[src/rtl/led_pattern_pkg.sv]
// LED pattern generator shared types and constants.
// Mode encoding, default geometry and an index-width helper.
package led_pattern_pkg;

  typedef enum logic [1:0] {
    ALL_ON   = 2'd0,
    WALK_LED = 2'd1,
    WALK_ROW = 2'd2,
    CHECKER  = 2'd3
  } pattern_mode_e;

  localparam int NB_DRIVERS_DEF = 30;
  localparam int NB_MUX_DEF     = 8;
  localparam int NB_LEDS_DEF    = 16;

  // Index width that never collapses to zero bits.
  function automatic int idx_w(input int n);
    return (n > 1) ? $clog2(n) : 1;
  endfunction

endpackage

[src/rtl/led_pattern_gen_if.sv]
// Link between the pattern source and driver_controller.
// master = pattern source, slave = driver controller.
interface led_pattern_gen_if #(
  parameter int NB_DRIVERS = led_pattern_pkg::NB_DRIVERS_DEF,
  parameter int NB_MUX     = led_pattern_pkg::NB_MUX_DEF,
  parameter int NB_LEDS    = led_pattern_pkg::NB_LEDS_DEF
) ();

  localparam int LW = led_pattern_pkg::idx_w(NB_LEDS);

  logic                  driver_ready;
  logic                  column_ready;
  logic [LW-1:0]         led_idx;
  logic [NB_DRIVERS-1:0] framebuffer_dat;
  logic [NB_MUX-1:0]     mux_out;
  logic                  position_sync;

  modport master (
    input  driver_ready,
    input  column_ready,
    input  led_idx,
    output framebuffer_dat,
    output mux_out,
    output position_sync
  );

  modport slave (
    output driver_ready,
    output column_ready,
    output led_idx,
    input  framebuffer_dat,
    input  mux_out,
    input  position_sync
  );

endinterface

[src/rtl/led_walk_counter.sv]
// Cascaded led/driver/row walk position counter.
// led is the fastest digit; row-only stepping is used by WALK_ROW.
module led_walk_counter
  import led_pattern_pkg::*;
#(
  parameter int NB_LEDS    = NB_LEDS_DEF,
  parameter int NB_DRIVERS = NB_DRIVERS_DEF,
  parameter int NB_MUX     = NB_MUX_DEF,
  localparam int LW = idx_w(NB_LEDS),
  localparam int DW = idx_w(NB_DRIVERS),
  localparam int RW = idx_w(NB_MUX)
) (
  input  logic          clk,
  input  logic          rst,
  input  logic          clr,
  input  logic          step_all,
  input  logic          step_row,
  output logic [LW-1:0] walk_led,
  output logic [DW-1:0] walk_drv,
  output logic [RW-1:0] walk_row,
  output logic          wrap
);

  logic [LW-1:0] led_q, led_d;
  logic [DW-1:0] drv_q, drv_d;
  logic [RW-1:0] row_q, row_d;
  logic          led_max, drv_max, row_max;

  // Next walk position; wrap flags a return to the origin.
  always_comb begin
    led_max = led_q == LW'(NB_LEDS - 1);
    drv_max = drv_q == DW'(NB_DRIVERS - 1);
    row_max = row_q == RW'(NB_MUX - 1);
    led_d   = led_q;
    drv_d   = drv_q;
    row_d   = row_q;
    wrap    = 1'b0;
    unique case (1'b1)
      clr: begin
        led_d = '0;
        drv_d = '0;
        row_d = '0;
      end
      step_all: begin
        led_d = led_max ? '0 : led_q + LW'(1);
        if (led_max)
          drv_d = drv_max ? '0 : drv_q + DW'(1);
        if (led_max && drv_max)
          row_d = row_max ? '0 : row_q + RW'(1);
        wrap = led_max && drv_max && row_max;
      end
      step_row: begin
        row_d = row_max ? '0 : row_q + RW'(1);
        wrap  = row_max;
      end
      default: ;
    endcase
  end

  // Walk position registers.
  always_ff @(posedge clk or posedge rst) begin
    if (rst) begin
      led_q <= '0;
      drv_q <= '0;
      row_q <= '0;
    end else begin
      led_q <= led_d;
      drv_q <= drv_d;
      row_q <= row_d;
    end
  end

  assign walk_led = led_q;
  assign walk_drv = drv_q;
  assign walk_row = row_q;

endmodule

[src/rtl/led_pattern_gen.sv]
// Test-pattern source for the LED driver chain.
// Row scan, frame count, mode latch and per-LED pixel function.
module led_pattern_gen
  import led_pattern_pkg::*;
#(
  parameter int NB_DRIVERS  = NB_DRIVERS_DEF,
  parameter int NB_MUX      = NB_MUX_DEF,
  parameter int NB_LEDS     = NB_LEDS_DEF,
  parameter int STEP_FRAMES = 4
) (
  input  logic              clk,
  input  logic              rst,
  input  logic [1:0]        mode,
  input  logic              enable,
  output logic              step_wrap,
  led_pattern_gen_if.master bus
);

  localparam int LW = idx_w(NB_LEDS);
  localparam int DW = idx_w(NB_DRIVERS);
  localparam int RW = idx_w(NB_MUX);
  localparam int FW = idx_w(STEP_FRAMES);
  localparam logic [NB_MUX-1:0] MUX_ROW0 =
    NB_MUX'(1) << (NB_MUX - 1);

  logic [RW-1:0]         row_q, row_d;
  logic [NB_MUX-1:0]     mux_q, mux_d;
  logic [FW-1:0]         frame_q, frame_d;
  pattern_mode_e         active_q, active_d;
  logic                  phase_q, phase_d;
  logic                  ps_q, ps_d;
  logic                  sw_q, sw_d;
  logic [NB_DRIVERS-1:0] fb_q, fb_d;

  logic          adv, row_wrap, step, mode_chg;
  logic          step_all, step_row, walk_wrap;
  logic [LW-1:0] walk_led;
  logic [DW-1:0] walk_drv;
  logic [RW-1:0] walk_row;
  logic          led_hit, row_hit;
  logic [31:0]   led_w;

  // Row scan, frame count, mode latch and pulse generation.
  always_comb begin
    adv      = bus.column_ready & bus.driver_ready & enable;
    row_wrap = adv && (row_q == RW'(NB_MUX - 1));
    step     = row_wrap && (frame_q == FW'(STEP_FRAMES - 1));
    mode_chg = step && (pattern_mode_e'(mode) != active_q);
    step_all = step && !mode_chg && (active_q == WALK_LED);
    step_row = step && !mode_chg && (active_q == WALK_ROW);
    row_d    = row_q;
    mux_d    = mux_q;
    frame_d  = frame_q;
    active_d = active_q;
    phase_d  = phase_q;
    if (adv) begin
      row_d = row_wrap ? '0 : row_q + RW'(1);
      mux_d = row_wrap ? MUX_ROW0 : (mux_q >> 1);
    end
    if (row_wrap)
      frame_d = step ? '0 : frame_q + FW'(1);
    if (step)
      active_d = pattern_mode_e'(mode);
    if (mode_chg)
      phase_d = 1'b0;
    else if (step && active_q == CHECKER)
      phase_d = ~phase_q;
    ps_d = row_wrap;
    sw_d = walk_wrap;
  end

  // Pixel bit per driver for the LED being shifted.
  always_comb begin
    fb_d    = '0;
    led_w   = 32'(bus.led_idx);
    led_hit = bus.led_idx == walk_led;
    row_hit = row_q == walk_row;
    for (int d = 0; d < NB_DRIVERS; d++) begin
      unique case (active_q)
        ALL_ON:   fb_d[d] = 1'b1;
        WALK_LED: fb_d[d] = led_hit && row_hit &&
                            (walk_drv == DW'(d));
        WALK_ROW: fb_d[d] = row_hit;
        CHECKER:  fb_d[d] = bus.led_idx[0] ^ row_q[0] ^
                            phase_q ^ d[0];
        default:  fb_d[d] = 1'b0;
      endcase
    end
    if (!enable || led_w >= 32'(NB_LEDS))
      fb_d = '0;
  end

  // State and output registers.
  always_ff @(posedge clk or posedge rst) begin
    if (rst) begin
      row_q    <= '0;
      mux_q    <= MUX_ROW0;
      frame_q  <= '0;
      active_q <= ALL_ON;
      phase_q  <= 1'b0;
      ps_q     <= 1'b0;
      sw_q     <= 1'b0;
      fb_q     <= '0;
    end else begin
      row_q    <= row_d;
      mux_q    <= mux_d;
      frame_q  <= frame_d;
      active_q <= active_d;
      phase_q  <= phase_d;
      ps_q     <= ps_d;
      sw_q     <= sw_d;
      fb_q     <= fb_d;
    end
  end

  led_walk_counter #(
    .NB_LEDS    (NB_LEDS),
    .NB_DRIVERS (NB_DRIVERS),
    .NB_MUX     (NB_MUX)
  ) u_walk (
    .clk      (clk),
    .rst      (rst),
    .clr      (mode_chg),
    .step_all (step_all),
    .step_row (step_row),
    .walk_led (walk_led),
    .walk_drv (walk_drv),
    .walk_row (walk_row),
    .wrap     (walk_wrap)
  );

  assign bus.framebuffer_dat = fb_q;
  assign bus.mux_out         = mux_q;
  assign bus.position_sync   = ps_q;
  assign step_wrap           = sw_q;

endmodule

[src/flat_wrapper.sv]
// flat-port wrapper written by rule: the top's interface ports become plain ports
module led_pattern_gen_flat import led_pattern_pkg::*;
#(
  parameter int NB_DRIVERS  = NB_DRIVERS_DEF,
  parameter int NB_MUX      = NB_MUX_DEF,
  parameter int NB_LEDS     = NB_LEDS_DEF,
  parameter int STEP_FRAMES = 4
)
  (clk, rst, mode, enable, step_wrap, bus_driver_ready, bus_column_ready, bus_led_idx, bus_framebuffer_dat, bus_mux_out, bus_position_sync);
  led_pattern_gen_if #(.NB_DRIVERS(NB_DRIVERS), .NB_MUX(NB_MUX), .NB_LEDS(NB_LEDS)) bus_i ();
  input  logic clk;
  input  logic rst;
  input  logic [1:0] mode;
  input  logic enable;
  output logic step_wrap;
  input wire logic [$bits(bus_i.driver_ready)-1:0] bus_driver_ready;
  input wire logic [$bits(bus_i.column_ready)-1:0] bus_column_ready;
  input wire logic [$bits(bus_i.led_idx)-1:0] bus_led_idx;
  output wire logic [$bits(bus_i.framebuffer_dat)-1:0] bus_framebuffer_dat;
  output wire logic [$bits(bus_i.mux_out)-1:0] bus_mux_out;
  output wire logic [$bits(bus_i.position_sync)-1:0] bus_position_sync;
  assign bus_i.driver_ready = bus_driver_ready;
  assign bus_i.column_ready = bus_column_ready;
  assign bus_i.led_idx = bus_led_idx;
  assign bus_framebuffer_dat = bus_i.framebuffer_dat;
  assign bus_mux_out = bus_i.mux_out;
  assign bus_position_sync = bus_i.position_sync;
  led_pattern_gen #(.NB_DRIVERS(NB_DRIVERS), .NB_MUX(NB_MUX), .NB_LEDS(NB_LEDS), .STEP_FRAMES(STEP_FRAMES)) u_core (.clk(clk), .rst(rst), .mode(mode), .enable(enable), .step_wrap(step_wrap), .bus(bus_i));
endmodule
[config.mk]
export PLATFORM = sky130hd
export DESIGN_NAME = led_pattern_gen_flat
export DESIGN_NICKNAME = d
export VERILOG_FILES = /design/src/rtl/led_pattern_pkg.sv /design/src/rtl/led_pattern_gen_if.sv /design/src/rtl/led_walk_counter.sv /design/src/rtl/led_pattern_gen.sv /design/src/flat_wrapper.sv
export SDC_FILE = /design/constraint.sdc
export NUM_CORES = 1
export LEC_CHECK = 0
export CAP_MARGIN = 20
export CORE_AREA = 2 2 75 77
export CTS_CLUSTER_DIAMETER = 30
export DETAILED_ROUTE_END_ITERATION = 8
export DIE_AREA = 0 0 77 79
export GPL_TIMING_DRIVEN = 0
export PLACE_DENSITY = 0.94
export SYNTH_ARGS = -nofsm -noshare
export SYNTH_HDL_FRONTEND = slang
export SYNTH_SLANG_ARGS = --single-unit
[constraint.sdc]
create_clock -name clk -period 4.6 [get_ports clk]
set_input_delay 0.69 -clock clk [delete_from_list [all_inputs] [get_ports clk]]
set_output_delay 0.69 -clock clk [all_outputs]
set_load 0.02 [all_outputs]
==> run_results.csv, run 1 <==
group,metric,value,unit
critical_path,crit_chain,"clkdlybuf4s50_1",
critical_path,crit_fanout,3,
critical_path,worstSetupEndpointType,"output port",
yosys,synth-seq-cells,60,
critical_path,worstSetupPathType,"reg2out",
critical_path,cp_data_required_time,3.91,ns
pwr,p_leak,1.60,nW
die,start_util,0.550,
yosys,syn_area,0.00294,mm^2
critical_path,crit_family,"buffers and inverters",
critical_path,cp_slowest_stage_delay,0.60,ns
worst_hold_path,hp-class,"reg2reg",
yosys,synthFlopType,"dfrtp_1",
sta,hold_violations,0,
die,die_y,79,um
global_routing,grt_max_degree,37,
drt,wire_per_inst,14.7,um
yosys,synth-edff-count,0,
yosys,synth-async-reset-ratio,1.00,
drt,wirelength,6080,um
cts,htreeDepth,3,
cts,clock_latency,0.34,ns
cts,cts_made_buffers,9,
drt,drt_first_pass_iters,5,
die,coreArea,0.00534,mm^2
global_routing,antenna_found_initial,0,
placed_design,hpwl,4410,um
yosys,ys_seq_area_frac,0.511,
cells_and_area,design_area,0.00373,mm^2
cts,cts_tree,"yes",
critical_path,cp_slowest_cell,"clkdlybuf4s50_1",
yosys,synth_cell_types,53,
sta,maxSlewHeadroom,0.515,
die,ios,51,
sta,skew,0.00688,ns
yosys,yosysTopAreaCellShare,0.503,
yosys,synth_area_leaders,"dfrtp_1, nand2_1, ha_1, o21ai_1, o21ai_0",
drt,first_iter_violations,222,
yosys,syn_avg_cell_area,10.7,um^2
cts,cts_resized,0,
critical_path,start_kind,"flop",
drt,ant_nets,0,
global_routing,grt_pass1_vias,2304,
sta,max_freq,0.461,GHz
cts,clockBufferDepth,2,
sta,finalSetupViolations,0,
yosys,synth.net_count,296,
critical_path,cp_num_buf_inv,1,
sta,rsz0062_at_grt,"no",
cts,hold_buffers,0,
drt,routed_via_density,5.57,
cts,cts_root_buf,"clkbuf_8",
yosys,yosysMostFrequentCell,"dfrtp_1",
cells_and_area,antenna_cells,0,
yosys,yosysTopAreaCell,"dfrtp_1",
cts,cts_setup_buffers,0,
cells_and_area,drive_gt1_frac,0.135,
pwr,pwr_density_cell,426,mW/mm^2
pwr,vdd_drop_max,0.177,mV
run,cap_violations,0,
sta,worst_pin_slew,0.726,ns
yosys,synth_common_cells,"dfrtp_1, nand2_1, o21ai_1, o21ai_0, nand2b_1",
status,status,"completed",
yosys,ys_warn_count,0,
die,die_x,77,um
drt,drc,0,
global_routing,overflow,0,
drt,vias,2302,
cells_and_area,fin_nets,358,
sta,fin_crit,2.17,ns
cells_and_area,area_delta_synth_final,27.0,%
placed_design,gp_congestion,0.841,
critical_path,worstPathArrival,1.48,ns
sta,drv_slew,0,
sta,fin_crit_sh,0.472,
cts,path_clk_slew,0.06,ns
yosys,netlist_instances,274,
die,rows,27,
global_routing,grtUsageTotal,0.227,
cts,clock-sinks,60,
placed_design,place_area,0.00355,mm^2
placed_design,portBuffers,50,
sta,tns,0,ns
global_routing,grt_pass1_wl,10700,um
die,dieArea,0.00608,mm^2
worst paths after layout:
kind | start | endpoint | slack (ns) | depth (start not counted)
worst max-delay path | u_core.bus.mux_out[7]$_DFFE_PP1P_ | bus_mux_out[7] | 2.43 | 1
worst max register to register | u_core.row_q[0]$_DFFE_PP0P_ | u_core.u_walk.walk_row[0]$_DFFE_PP0P_ | 2.43 | 9
min in group asynchronous | rst | u_core.bus.framebuffer_dat[11]$_DFF_PP0_ | 0.80 | 2
worst min-delay path | u_core.bus.mux_out[7]$_DFFE_PP1P_ | u_core.bus.mux_out[7]$_DFFE_PP1P_ | 0.48 | 2
worst min register to register | u_core.bus.mux_out[7]$_DFFE_PP1P_ | u_core.bus.mux_out[7]$_DFFE_PP1P_ | 0.48 | 2
max in group asynchronous | rst | u_core.bus.framebuffer_dat[25]$_DFF_PP0_ | 3.21 | 3
cells by family (layout without fill, tap and decap cells):
group | after synthesis | in the layout | synth area share
adder cells (fa/ha/maj) | 11 | 11 | 0.0468
XOR/XNOR | 12 | 12 | 0.0409
flip-flops | 60 | 60 | 0.512
buffers and inverters | 20 | 87 | 0.0341
AO/OA/AOI/OAI | 66 | 66 | 0.152
AND/OR/NAND/NOR | 104 | 104 | 0.210
multiplexers | 1 | 1 | 0.00383
report_power, final:
group          switching (W)  total, W  internal (W)
logic               0.000250  0.000471      0.000221
registers          0.0000447  0.000669      0.000624
clock network       0.000203  0.000450      0.000247
per-stage QoR:
step / power (W) / hold slack (ns) / setup slack [ns] / cells / utilization
after floorplan: 0.000933 / 0.450 / 2.43 / 274 / -
after global placement: 0.00113 / 0.458 / 1.50 / 396 / 0.661
after detailed placement: 0.00115 / 0.465 / 2.15 / 397 / 0.665
after CTS: 0.00160 / 0.476 / 2.42 / 413 / 0.699
after global routing: 0.00166 / 0.503 / 2.27 / 413 / 0.699
final: 0.00159 / 0.476 / 2.43 / 413 / 0.699
registers in the layout, indices dropped and copies added, names as in the netlist:
| register | flops |
|---|---|
| u_core.row_q | 3 |
| u_core.u_walk.walk_row | 3 |
| u_core.u_walk.walk_drv | 5 |
| u_core.bus.position_sync | 1 |
| u_core.step_wrap | 1 |
| u_core.frame_q | 2 |
| u_core.bus.mux_out | 8 |
| u_core.active_q | 2 |
| u_core.u_walk.walk_led | 4 |
| u_core.bus.framebuffer_dat | 30 |
| u_core.phase_q | 1 |
cells in the final DEF (no fill, tap or decap), drive strengths merged, types with 10 or more instances in the layout:
cell	synthesis	routed
dfrtp	59	59
clkdlybuf4s50	0	50
nand2	48	48
o21ai	34	34
clkbuf	4	15
a21boi	14	14
nand2b	12	12
ha	11	11
nand3	11	11
xnor2	11	11
inv	10	10
final cells by class:
cell class | instances | area, um^2
buffer | 9 | 57.6
tap | 72 | 90.1
clock inverter | 5 | 52.6
clock buffer | 11 | 131
fill | 380 | 1610
timing repair buffer | 51 | 520
inverter | 11 | 42.5
multi-input combinational | 194 | 1340
sequential | 60 | 1500
metal layers:
layer,GRT usage,vias up,share of wire
met4,0.146,0,0.028
met1,0.289,1119,0.42
met5,0,-,0
li1,-,1074,-
met2,0.366,95,0.50
met3,0.0341,14,0.055
worst register-to-register path, cell delays in order, from the launching register on:
cell and delay [ns]:
dfrtp_1 0.47, ha_1 0.20, ha_1 0.14, buf_4 0.16, nand4_4 0.20, clkinv_2 0.12, nand2_1 0.08, nor2_1 0.23
o21ai_0 0.22, o31ai_2 0.25
(Power assumes the default switching activity.)
==> inputs of run 2 (changes only) <==
Settings changed: CORE_AREA 2 2 75 77 to 2 2 83 85, DIE_AREA 0 0 77 79 to 0 0 85 87, PLACE_DENSITY 0.94 to 0.83.
Clock period 4.6 ns to 1.8 ns, I/O delays scaled along.
==> run 2 against run 1 <==
Against the previous run: final cell count up 4.6%; non-clock buffer count up 13; utilization shrank 8.2 points; register-to-register slack worse by 2.4 ns; largest cell class is now multi-input combinational cells; clock-buffer cell count did not move; flip-flop and latch count unchanged; critical endpoint unchanged; combinational power grew to 3.0 times the previous value; clock power rose to 2.6 times the previous value; critical path depth unchanged.
==> run_results.csv, run 2 (same netlist as run 1, synthesis figures left out) <==
group,metric,value,unit
status,status,"completed",
cts,cts_tree,"yes",
cts,clockBufferDepth,2,
drt,ant_nets,0,
pwr,pwr_density_cell,1050,mW/mm^2
critical_path,crit_fanout,3,
drt,wire_per_inst,15.6,um
critical_path,cp_num_buf_inv,1,
sta,skew,0.0127,ns
placed_design,portBuffers,50,
critical_path,critPathLaunch,"u_core.bus.mux_out[7]$_DFFE_PP1P_",
cells_and_area,largest_reg_flops,30,
critical_path,worstSetupEndpointType,"output port",
cts,hold_buffers,0,
cells_and_area,final_cells,432,
critical_path,cp_slowest_cell,"clkdlybuf4s50_1",
critical_path,crit_chain,"clkdlybuf4s50_1",
global_routing,overflow,0,
critical_path,cp_slowest_stage_delay,0.60,ns
cts,cts_root_buf,"clkbuf_8",
die,die_y,87,um
sta,hold_violations,0,
cells_and_area,multi_input_area,0.00153,mm^2
critical_path,start_kind,"flop",
placed_design,place_area,0.00360,mm^2
cells_and_area,area_delta_synth_final,37.9,%
cells_and_area,design_area,0.00405,mm^2
sta,fin_crit_sh,0.977,
critical_path,timing.rr.start,"u_core.row_q[0]$_DFFE_PP0P_",
sta,rsz0062_at_grt,"yes",
die,dieArea,0.00740,mm^2
drt,routed_via_density,5.40,
sta,drv_slew,0,
drt,drt_first_pass_iters,5,
sta,fin_crit,1.76,ns
critical_path,cp_data_required_time,1.53,ns
drt,first_iter_violations,150,
cts,clock-sinks,60,
cells_and_area,seqCellArea,0.00151,mm^2
cts,clock_latency,0.35,ns
global_routing,grt_pass1_vias,2293,
critical_path,ff2ff_path_depth,8,
sta,worst_pin_slew,0.582,ns
run,cap_violations,0,
cells_and_area,final_common_cell,"dfrtp_1",
cells_and_area,fin_nets,371,
pwr,vdd_drop_max,0.713,mV
drt,vias,2331,
drt,drc,0,
pwr,p_leak,1.76,nW
critical_path,reg2reg_to,"u_core.u_walk.walk_drv[3]$_DFFE_PP0P_",
global_routing,grtUsageTotal,0.185,
die,rows,30,
cts,htreeDepth,3,
sta,finalSetupViolations,0,
cts,cts_made_buffers,9,
global_routing,antenna_found_initial,0,
die,coreArea,0.00657,mm^2
critical_path,worstPathArrival,1.49,ns
critical_path,worstSetupPathType,"reg2out",
critical_path,crit_family,"buffers and inverters",
placed_design,placed_cells,405,
cts,path_clk_slew,0.07,ns
die,die_x,85,um
global_routing,grt_max_degree,34,
global_routing,grt_pass1_wl,10700,um
sta,maxSlewHeadroom,0.611,
sta,max_freq,0.569,GHz
cells_and_area,fillers,494,
cells_and_area,drive_gt1_frac,0.241,
die,ios,51,
cells_and_area,antenna_cells,0,
cells_and_area,layout_common_cells,"dfrtp_1, clkdlybuf4s50_1, nand2_1",
critical_path,rrSetupSlack,0.05,ns
die,start_util,0.447,
worst_hold_path,hp-class,"in2async",
drt,wirelength,6730,um
placed_design,hpwl,4540,um
placed_design,gp_congestion,0.816,
## run 2: how the worst max path moves through the flow
stage,endpoint,slack [ns],depth (start not counted)
after detailed placement,u_core.u_walk.walk_row[0]$_DFFE_PP0P_,-0.25,8
after global routing,u_core.bus.framebuffer_dat[2]$_DFF_PP0_,-0.04,7
final,bus_mux_out[7],0.04,1
after floorplan,u_core.u_walk.walk_row[0]$_DFFE_PP0P_,-0.006,10
after CTS,u_core.u_walk.walk_row[0]$_DFFE_PP0P_,-0.04,6
after global placement,u_core.u_walk.walk_row[0]$_DFFE_PP0P_,-0.19,8
## run 2: per-stage QoR
stage	util	worst slack, ns	hold slack, ns	total power (W)	setup TNS (ns)
3_5_place_dp	0.548	-0.252	0.472	0.00299	-6.43
5_1_grt	0.617	-0.0415	0.392	0.00448	-0.232
2_1_floorplan	-	-0.00558	0.375	0.00242	-0.00558
4_1_cts	0.590	-0.0420	0.351	0.00418	-0.0425
3_3_place_gp	0.545	-0.195	0.462	0.00294	-4.53
6_report	0.617	0.0421	0.328	0.00426	0
## run 2: final cells by class
| class | instances | area share |
|---|---|---|
| plain buffers | 7 | 0.00988 |
| clock buffers | 11 | 0.0349 |
| clock inverters | 3 | 0.00988 |
| inverters | 11 | 0.0124 |
| multi-input cells | 194 | 0.379 |
| flip-flops and latches | 60 | 0.372 |
| well taps | 80 | 0.0247 |
| repair buffers | 66 | 0.158 |
## run 2: report_power, final
group | internal, W | switching, W | leakage [nW]
clock | 0.000656 | 0.000501 | 0.0950
sequential | 0.00160 | 0.000115 | 0.798
combinational | 0.000681 | 0.000714 | 0.869
total | 0.00293 | 0.00133 | 1.76
## run 2: metal layers
metal  global-route usage  up-vias  wire (um)  part of all wire
met5                    0        -          0                 0
met4               0.0895        0        154             0.023
met3               0.0474       17        330             0.049
met2                0.315       72       3590              0.53
met1                0.219     1150       2650              0.39
li1                     -     1092          -                 -
## run 2: worst reg2reg max path, cell delays in order, from the launching register on
cell and delay [ns]:
dfrtp_2 0.39, ha_4 0.14, ha_4 0.14, nand4_4 0.13
buf_6 0.17, nor4_4 0.25, buf_4 0.19, nand2b_4 0.07
o31ai_4 0.17
## run 2: what timing repair did
action                                  4_1_cts  5_1_grt
endpoints found under the setup margin       14       37
endpoints found under the hold margin         0        0
gates resized for setup                       5       34
pin swaps                                     5       12
setup buffers                                11        4
==> inputs of run 3 (changes only) <==
Settings changed: PLACE_DENSITY 0.83 to 0.76.
==> run 3 against run 2 <==
Against the previous run: non-clock buffer count decreased by 2; power increased by 1.9%; wire length decreased by 3.6%; clock-buffer cell count increased by 1; final cell count unchanged; maximum frequency decreased by 0.66%; die area unchanged; first-iteration DRC count decreased by 39%; worst setup slack got worse by 0.012 ns; largest cell class unchanged; largest power group unchanged.
==> run_results.csv, run 3 (same netlist as run 1, synthesis figures left out) <==
group,metric,value,unit
critical_path,cp_data_required_time,2.07,ns
cts,clock_latency,0.34,ns
cells_and_area,fillers,514,
cts,cts_tree,"yes",
cells_and_area,final_cells,432,
placed_design,place_area,0.00360,mm^2
die,die_x,85,um
drt,wirelength,6490,um
cts,hold_buffers,0,
cells_and_area,area_delta_synth_final,38.3,%
drt,first_iter_violations,91,
drt,drc,0,
cts,clock-sinks,60,
sta,drv_slew,0,
cells_and_area,layout_common_cells,"dfrtp_1, clkdlybuf4s50_1, nand2_1",
placed_design,dp_slack,-0.265,ns
cells_and_area,final_common_cell,"dfrtp_1",
global_routing,overflow,0,
global_routing,antenna_found_initial,0,
sta,skew,0.00778,ns
global_routing,grt_max_degree,34,
drt,drt_first_pass_iters,4,
cts,cts_made_buffers,9,
worst_hold_path,hp-class,"in2async",
critical_path,worstSetupPathType,"reg2reg",
global_routing,grtUsageTotal,0.174,
critical_path,crit_fanout,8,
pwr,pwr_density_cell,1070,mW/mm^2
cts,htreeDepth,3,
pwr,vdd_drop_max,0.756,mV
drt,ant_nets,0,
sta,hold_violations,0,
drt,routed_via_density,5.24,
sta,finalSetupViolations,0,
pwr,p_leak,1.74,nW
die,dieArea,0.00740,mm^2
sta,max_freq,0.565,GHz
die,ios,51,
placed_design,placed_cells,405,
cts,cts_root_buf,"clkbuf_8",
sta,maxSlewHeadroom,0.579,
placed_design,hpwl,4280,um
drt,wire_per_inst,15.0,um
die,start_util,0.447,
sta,fin_crit,1.77,ns
critical_path,timing.rr.start,"u_core.row_q[1]$_DFFE_PP0P_",
cts,path_clk_slew,0.07,ns
sta,finalWorstSetupSlack,0.0304,ns
run,cap_violations,0,
placed_design,gp_congestion,0.811,
die,rows,30,
critical_path,start_kind,"flop",
drt,vias,2262,
die,die_y,87,um
pwr,total_power,0.00434,W
sta,tns,0,ns
global_routing,grt_pass1_vias,2198,
critical_path,worstSetupEndpointType,"flop",
global_routing,grt_pass1_wl,10000,um
cells_and_area,antenna_cells,0,
critical_path,reg2reg_to,"u_core.bus.framebuffer_dat[16]$_DFF_PP0_",
die,coreArea,0.00657,mm^2
critical_path,worstPathArrival,2.04,ns
critical_path,rrSetupSlack,0.03,ns
status,status,"completed",
cells_and_area,drive_gt1_frac,0.247,
sta,rsz0062_at_grt,"yes",
placed_design,portBuffers,50,
sta,fin_crit_sh,0.983,
sta,worst_pin_slew,0.630,ns
cells_and_area,fin_nets,369,
cells_and_area,largest_reg_flops,30,
cts,clockBufferDepth,2,
cells_and_area,design_area,0.00406,mm^2
critical_path,ff2ff_path_depth,6,
[run 3: cell count changes in the layout (fill, tap and decap cells not counted), moves of 2 or more]
cell / delta
xnor2_2: -3
xnor2_1: +2
o21ai_1: -4
o21ai_2: +4
buf_4: -3
[run 3: power breakdown]
| part | switching [W] | leakage [nW] | internal, W |
|---|---|---|---|
| Sequential | 0.000110 | 0.796 | 0.00160 |
| Combinational | 0.000726 | 0.845 | 0.000710 |
| Clock | 0.000528 | 0.100 | 0.000675 |
[run 3: worst max-delay path, cell delays in order, from the launching register on]
cell,delay [ns]
dfrtp_1,0.41
buf_4,0.17
xnor2_4,0.19
nand3_4,0.13
nor3_4,0.34
nand4b_4,0.26
o21ai_2,0.19
[run 3: stage by stage]
step,util,hold WS (ns)
2_1_floorplan,-,0.375
3_3_place_gp,0.545,0.457
3_5_place_dp,0.548,0.470
4_1_cts,0.586,0.364
5_1_grt,0.619,0.414
6_report,0.619,0.350
[run 3: how the worst max path moves through the flow]
stage	end	slack, ns	cells after the start	from
after floorplan	u_core.u_walk.walk_row[0]$_DFFE_PP0P_	-0.006	10	u_core.row_q[0]$_DFFE_PP0P_
after global placement	u_core.u_walk.walk_row[1]$_DFFE_PP0P_	-0.23	7	bus_column_ready
after detailed placement	u_core.u_walk.walk_row[1]$_DFFE_PP0P_	-0.27	7	bus_column_ready
after CTS	u_core.u_walk.walk_row[0]$_DFFE_PP0P_	0.0004	6	u_core.u_walk.walk_led[0]$_DFFE_PP0P_
after global routing	u_core.u_walk.walk_drv[3]$_DFFE_PP0P_	-0.07	8	u_core.row_q[1]$_DFFE_PP0P_
final	u_core.bus.framebuffer_dat[16]$_DFF_PP0_	0.03	6	u_core.row_q[1]$_DFFE_PP0P_
[run 3: per-layer routing]
metal,part of all wire,routed length (um),vias up,global-route usage
li1,-,-,1089,-
met1,0.42,2720,1097,0.210
met2,0.51,3300,60,0.283
met3,0.045,292,16,0.0550
met4,0.026,171,0,0.0866
met5,0,0,-,0
[run 3: layout make-up]
type                       count  area, um^2  area share
buffer                         7        40.0     0.00985
clock buffer                  12         145      0.0357
clock inverter                 4        48.8      0.0120
inverter                      11        50.0      0.0123
multi-input combinational    194        1540       0.380
sequential                    60        1510       0.371
tap                           80         100      0.0246
timing repair buffer          64         629       0.155
[run 3: what timing repair did]
action,in CTS,in global routing
pin swaps,4,16
setup endpoints to repair,16,37
cloned,0,0
gates resized for setup,5,39
endpoints found under the hold margin,0,0
buffers inserted,6,7
